`src/rtl/insn_queue_if.sv`:
```
// Fetch/decode handshake bundle for the pending instruction queue.
// The producer side (fetch plus decode control) uses master; the queue uses slave.
interface insn_queue_if #(
  parameter int DATA_W = 24,
  parameter int DEPTH  = 8
);
  localparam int CNT_W = $clog2(DEPTH) + 1;

  logic              push;
  logic [DATA_W-1:0] in_insn;
  logic              next;
  logic              clear;
  logic [DATA_W-1:0] out_insn;
  logic              out_valid;
  logic              empty;
  logic              full;
  logic              almost_full;
  logic [CNT_W-1:0]  count;

  modport master (
    output push, in_insn, next, clear,
    input  out_insn, out_valid, empty, full, almost_full, count
  );

  modport slave (
    input  push, in_insn, next, clear,
    output out_insn, out_valid, empty, full, almost_full, count
  );
endinterface

```
`src/rtl/insn_queue.sv`:
```
// Pending instruction queue between fetch and decode. It uses all DEPTH slots
// and holds a registered head word that acts as the fetch/decode interstage buffer.
module insn_queue #(
  parameter int                DATA_W    = 24,
  parameter int                DEPTH     = 8,
  parameter int                AF_THRESH = 6,
  parameter logic [DATA_W-1:0] NOP_VALUE = 24'h00ff00
) (
  input logic         clk,
  input logic         rst,
  insn_queue_if.slave q
);
  localparam int PTR_W = $clog2(DEPTH);
  localparam int CNT_W = PTR_W + 1;

  logic [DATA_W-1:0] mem_q [DEPTH];
  logic [CNT_W-1:0]  wr_ptr_q, wr_ptr_d;
  logic [CNT_W-1:0]  rd_ptr_q, rd_ptr_d;
  logic [DATA_W-1:0] out_insn_q, out_insn_d;
  logic              out_valid_q, out_valid_d;

  logic [CNT_W-1:0]  count;
  logic              is_empty, is_full;
  logic              do_push;

  // Flags come from the registered pointers only; the wrap bit separates full from empty.
  assign count    = wr_ptr_q - rd_ptr_q;
  assign is_empty = (count == '0);
  assign is_full  = (count == CNT_W'(DEPTH));
  assign do_push  = q.push && !is_full && !q.clear;

  always_comb begin
    wr_ptr_d    = wr_ptr_q;
    rd_ptr_d    = rd_ptr_q;
    out_insn_d  = out_insn_q;
    out_valid_d = out_valid_q;
    if (q.clear) begin
      wr_ptr_d    = rd_ptr_q;
      out_insn_d  = NOP_VALUE;
      out_valid_d = 1'b0;
    end else begin
      if (do_push) wr_ptr_d = wr_ptr_q + CNT_W'(1);
      if (q.next) begin
        if (!is_empty) begin
          out_insn_d  = mem_q[rd_ptr_q[PTR_W-1:0]];
          rd_ptr_d    = rd_ptr_q + CNT_W'(1);
          out_valid_d = 1'b1;
        end else begin
          out_valid_d = 1'b0;
        end
      end
    end
  end

  always_ff @(posedge clk or posedge rst) begin
    if (rst) begin
      wr_ptr_q    <= '0;
      rd_ptr_q    <= '0;
      out_insn_q  <= NOP_VALUE;
      out_valid_q <= 1'b0;
    end else begin
      wr_ptr_q    <= wr_ptr_d;
      rd_ptr_q    <= rd_ptr_d;
      out_insn_q  <= out_insn_d;
      out_valid_q <= out_valid_d;
    end
  end

  // Storage is deliberately not reset.
  always_ff @(posedge clk) begin
    if (do_push) mem_q[wr_ptr_q[PTR_W-1:0]] <= q.in_insn;
  end

  assign q.out_insn    = out_insn_q;
  assign q.out_valid   = out_valid_q;
  assign q.empty       = is_empty;
  assign q.full        = is_full;
  assign q.almost_full = (count >= CNT_W'(AF_THRESH));
  assign q.count       = count;
endmodule

```
`src/flat_wrapper.sv`:
```
// flat-port wrapper written by rule: the top's interface ports become plain ports
module insn_queue_flat 
#(
  parameter int                DATA_W    = 24,
  parameter int                DEPTH     = 8,
  parameter int                AF_THRESH = 6,
  parameter logic [DATA_W-1:0] NOP_VALUE = 24'h00ff00
)
  (clk, rst, q_push, q_in_insn, q_next, q_clear, q_out_insn, q_out_valid, q_empty, q_full, q_almost_full, q_count);
  insn_queue_if #(.DATA_W(DATA_W), .DEPTH(DEPTH)) q_i ();
  input logic clk;
  input logic rst;
  input wire logic [$bits(q_i.push)-1:0] q_push;
  input wire logic [$bits(q_i.in_insn)-1:0] q_in_insn;
  input wire logic [$bits(q_i.next)-1:0] q_next;
  input wire logic [$bits(q_i.clear)-1:0] q_clear;
  output wire logic [$bits(q_i.out_insn)-1:0] q_out_insn;
  output wire logic [$bits(q_i.out_valid)-1:0] q_out_valid;
  output wire logic [$bits(q_i.empty)-1:0] q_empty;
  output wire logic [$bits(q_i.full)-1:0] q_full;
  output wire logic [$bits(q_i.almost_full)-1:0] q_almost_full;
  output wire logic [$bits(q_i.count)-1:0] q_count;
  assign q_i.push = q_push;
  assign q_i.in_insn = q_in_insn;
  assign q_i.next = q_next;
  assign q_i.clear = q_clear;
  assign q_out_insn = q_i.out_insn;
  assign q_out_valid = q_i.out_valid;
  assign q_empty = q_i.empty;
  assign q_full = q_i.full;
  assign q_almost_full = q_i.almost_full;
  assign q_count = q_i.count;
  insn_queue #(.DATA_W(DATA_W), .DEPTH(DEPTH), .AF_THRESH(AF_THRESH), .NOP_VALUE(NOP_VALUE)) u_core (.clk(clk), .rst(rst), .q(q_i));
endmodule
```
`config.mk`:
```
export PLATFORM = sky130hd
export DESIGN_NAME = insn_queue_flat
export DESIGN_NICKNAME = d
export VERILOG_FILES = /design/src/rtl/insn_queue_if.sv /design/src/rtl/insn_queue.sv /design/src/flat_wrapper.sv
export SDC_FILE = /design/constraint.sdc
export NUM_CORES = 1
export LEC_CHECK = 0
export ABC_AREA = 1
export CORE_MARGIN = 1.5
export CORE_UTILIZATION = 59
export DETAILED_ROUTE_END_ITERATION = 10
export GPL_TIMING_DRIVEN = 0
export HOLD_SLACK_MARGIN = 0.03
export PLACE_DENSITY = 0.79
export SYNTH_ARGS = -nofsm -noshare
export SYNTH_HDL_FRONTEND = slang
export SYNTH_SLANG_ARGS = --single-unit
```
`constraint.sdc`:
```
create_clock -name clk -period 4.29 [get_ports clk]
set_input_delay 0.858 -clock clk [delete_from_list [all_inputs] [get_ports clk]]
set_output_delay 0.858 -clock clk [all_outputs]
set_load 0.01 [all_outputs]
```
Word level (Yosys, flattened, before mapping). Memories as Yosys holds them, arrays and structs flattened. Index checks and enable logic that the tools add are counted.

Flip-flop bits (word level): 33. Bits in writable memories: 192. Bits of input ports: 29. Output and inout port bits: 32. Memories: 1.

Memories: u_core.mem_q (depth 8, width 24, rd ports 1, clocked after Yosys merged registers in 0, wr ports 1, RTL line insn_queue.sv:16) `logic [DATA_W-1:0] mem_q [DEPTH];`.

Add/subtract/negate cells: 3. $lt $le $gt $ge: 1. Equality and inequality tests: 2. Mux-type cells: 10. Bitwise logic cells: 2. Reductions and logical operators: 9.

Operators by type and width (count): $mux W24 (3); $add A4 B1 Y4 const B (2); $mux W4 (2); $mux W1 (5); $eq A4 B4 Y1 const B (1); $ge A4 B3 Y1 const B (1); $logic_not A4 Y1 (1); $reduce_bool A2 Y1 (2); $sub A4 B4 Y4 (1); $reduce_and A3 Y1 (1); $logic_and A1 B1 Y1 (2); $logic_not A1 Y1 (2); $ne A2 B2 Y1 const B (1); $not A1 Y1 (2); $reduce_and A2 Y1 (1).

Longest topological paths before layout.
Depth in word-level cells: 7. Depth in mapped cells: 14. Gate-level depth less buffers: 13.

Worst setup path after synthesis. Ideal clock, no wire load.

Path type: register to register. Start: reg u_core.rd_ptr_q[1]. End: mem u_core.mem_q[1][0], enable pin. Arrival time: 2899 ps. Path slack: 986 ps. Stages on the path, launching flop included: 10. Period minus slack after synthesis: 3304 ps. Cells stage by stage: dfrtp_1 > buf_2 > inv_2 > clkbuf_1 > fa_1 > or2_1 > nor2_4 > nand3_1 > nand3_1 > nor2_1.

Longest elaborated chain between the ends: 7.

Ends and longest elaborated chain: start, declared (RTL line insn_queue.sv:18) `logic [CNT_W-1:0] rd_ptr_q, rd_ptr_d;`; start signal, assigned (RTL line insn_queue.sv:63) `rd_ptr_q <= rd_ptr_d;`; $sub A4 B4 Y4 (RTL line insn_queue.sv:27) `assign count = wr_ptr_q - rd_ptr_q;`; net q_count[1] (RTL line flat_wrapper.sv:22) `output wire logic [$bits(q_i.count)-1:0] q_count;`; $eq A4 B4 Y1 (RTL line insn_queue.sv:29) `assign is_full = (count == CNT_W'(DEPTH));`; $logic_not A1 Y1 (RTL line insn_queue.sv:30) `assign do_push = q.push && !is_full && !q.clear;`; $logic_and A1 B1 Y1 (2 in a row) (RTL line insn_queue.sv:30); $mux W1 (RTL line insn_queue.sv:71) `if (do_push) mem_q[wr_ptr_q[PTR_W-1:0]] <= q.in_insn;`; $mux W1 (not written as such) (RTL line insn_queue.sv:71); end, declared (RTL line insn_queue.sv:16).

The timed path passes the listed nets, and every way through them passes these cells.

Worst setup path in the final report.
Start: reg u_core.rd_ptr_q[2]. End: out q_empty.

Longest elaborated chain between the ends: 2.

Ends and longest elaborated chain: $sub A4 B4 Y4 (RTL line insn_queue.sv:27); $logic_not A4 Y1 (RTL line insn_queue.sv:28) `assign is_empty = (count == '0);`; end, declared (RTL line flat_wrapper.sv:19) `output wire logic [$bits(q_i.empty)-1:0] q_empty;`.

No other way between the ends.

==> results.txt <==
Placed Instance Area: 10700 µm²
layout cell share with drive strength beyond 1: 7.33%
status: completed
Post-Syn Area: 9770 µm²
die area: 17300 µm²
area leader, netlist: edfxtp_1
global-route usage over all layers: 27.7%
Final Hold Fails: 0
Pre-antenna DRT Iters: 5
Post-synth EDFFs: 192
final core utilization: 71.0%
CTS clk-pin slew, worst paths: 0.06 ns
Layout area overhead: 16.7%
vias per inst: 5.61
post_cts resized: 0
worst relative slew slack: 32.6%
Mapped Avg Cell Area: 10.1 µm²
CTS tree: yes
Initial Util: 60.9%
Final min period: 4.09 ns
Seq cells post-synth: 225
core area: 16100 µm²
std cell rows: 46
Num Clock Sinks: 225
Die Wd: 132 µm
CP arrival: 3.23 ns
hold_ws: 0.481 ns
RR Startpoint: u_core.rd_ptr_q[2]
Period Utilization, post-route: 95.3%
max-cap violations: 0
number of antenna diodes: 0
worst hold path stage count: 2
Synth top cells by count: 370 x nand2_1, 192 x edfxtp_1, 144 x nand3_1
Mapped Nets: 1001
design area: 11400 µm²
TritonCTS buffer count: 23
Lkg Pwr: 4.85 nW
GP Congestion: 0.827
IO Pins: 61
Worst Max-Slew Pin Slew: 1.01 ns
total power: 0.00766 W
Hold Crit Class: reg2reg
WL/cell: 18.7 µm
WP data required: 3.43 ns
prevailing post-synth register cell: edfxtp_1
H-tree levels: 1
ANT nets after route: 0
most common cell in the synthesized netlist: nand2_1
Final #Nets: 1084
Max Freq: 245 MHz
Longest Clk Path Bufs: 3
Ys Warns: 0
number of DRC markers in iteration 0: 865
largest net degree at the start of global routing: 34
Overflow after GRT: 0
Power Dens Cells: 671 nW/µm²
number of global-route vias before repair: 6863
reg2reg setup slack: 0.56 ns
sequential area share after synthesis: 67.5%
Setup Buffers After CTS: 0
final wirelength: 23900 µm
initial antenna violation count: 0
top-area cell type share of the netlist area: 59.0%
Final Setup Violations: 0
Mapped Cells: 966
die height: 132 µm
Hold EP: u_core.q.out_insn[11]
number of library cell types mapped by synthesis: 27
Remaining DRCs: 0
fraction of registers with async set/reset: 14.7%
Slew Viols, Final: 0
PortBufs: 59
worst clock skew: 0.0176 ns
first-pass GRT wire length: 36600 µm
Worst Setup End Kind: output pin
Root Driver: clkbuf_16
CTS Hold Buffers Added: 0
peak supply drop: 0.453 mV
Critical Path Fanout Max: 10
r2r endpoint: u_core.mem_q[5][15]
Final HPWL DP: 14400 µm
post-route insts no fill: 1280
FF-to-FF path depth: 8
Startpoint Class: flip-flop
clk_lat worst skew: 0.51 ns
Post-Place Cells: 1241
routed vias: 7176
synth top area cells: edfxtp_1 59%, nand2_1 14%, nand3_1 7.4%, dfrtp_1 6.4%, inv_1 4.3%
RSZ-0062 raised after global routing: false
Worst Min Path Start: u_core.q.out_insn[11]
crit path kind: reg2out
[per-stage QoR]
step	TNS [ns]	setup slack (ns)
after global placement	-75.94	-0.625
after floorplan	0	0.986
final	0	0.204
after detailed placement	0	0.427
after CTS	0	0.247
after global routing	0	0.0384
[worst max path at each step]
stage / cells after the start / slack (ns) / to / startpoint
floorplan: 9 / 0.99 / u_core.mem_q[1][0] / u_core.rd_ptr_q[1]
global placement: 5 / -0.63 / u_core.mem_q[5][19] / q_clear
detailed placement: 5 / 0.43 / u_core.mem_q[5][18] / q_clear
CTS: 9 / 0.25 / q_empty / u_core.rd_ptr_q[2]
global route: 9 / 0.04 / q_empty / u_core.rd_ptr_q[2]
finish: 9 / 0.20 / q_empty / u_core.rd_ptr_q[2]
[routing by layer]
layer / track usage, % / wire (µm)
met1: 37.2 / 9210
met2: 44.8 / 11400
met3: 5.29 / 2530
met4: 11.9 / 757
met5: 0 / 0
[cell families after synthesis]
logic type	after synthesis	share of synthesized area [%]
XOR/XNOR	3	0.269
buffers and inverters	164	6.77
AO/OA/AOI/OAI	26	1.36
AND/OR/NAND/NOR	542	23.2
flip-flops	225	67.5
adder cells (fa/ha/maj)	6	0.845
[critical path, stage by stage (launching register included)]
cell             delay, ns
dfrtp_1               0.40
inv_2                 0.15
clkbuf_1              0.58
ha_1                  0.39
a21oi_1               0.24
nand2_1               0.11
nand2_1               0.11
nand3_4               0.13
inv_1                 0.08
clkdlybuf4s50_1       0.52
[final cells by class]
| cell class | count | area, µm² |
|---|---|---|
| plain buffers | 48 | 226 |
| clock buffers | 30 | 642 |
| clock inverters | 10 | 75.1 |
| fillers | 1078 | 4650 |
| inverters | 115 | 432 |
| multi-input cells | 577 | 2570 |
| flip-flops and latches | 225 | 6600 |
| well taps | 216 | 270 |
| repair buffers | 59 | 591 |
[cell usage in the layout, fill, tap and decap left out, types with 2 or more instances in the layout]
cell,synthesis,final
nand2_1,370,370
edfxtp_1,192,192
nand3_1,144,144
inv_1,112,111
clkdlybuf4s50_1,0,59
dfrtp_1,25,25
clkbuf_16,0,23
clkbuf_1,19,21
a21oi_1,18,18
buf_2,13,13
buf_1,10,10
nor2_1,17,9
nor2_4,1,9
dfstp_2,8,8
o21ai_0,7,7
buf_4,6,6
ha_1,5,5
clkinv_1,0,5
inv_2,3,4
nand4_1,4,4
clkbuf_8,0,4
nand2_4,2,2
xor2_1,2,2
clkinv_2,0,2
[flip-flops by register name (all words and copies together) (netlist names)]
signal / flops
u_core.q.out_valid: 1
u_core.wr_ptr_q: 4
u_core.mem_q: 192
u_core.q.out_insn: 24
u_core.rd_ptr_q: 4
[where the power goes]
| part | leakage (nW) | switching, W | internal [W] |
|---|---|---|---|
| Sequential | 2.14 | 0.000153 | 0.00270 |
| Combinational | 2.37 | 0.00188 | 0.00102 |
| Clock | 0.350 | 0.000796 | 0.00111 |
Power figures use the tool's default switching activity.
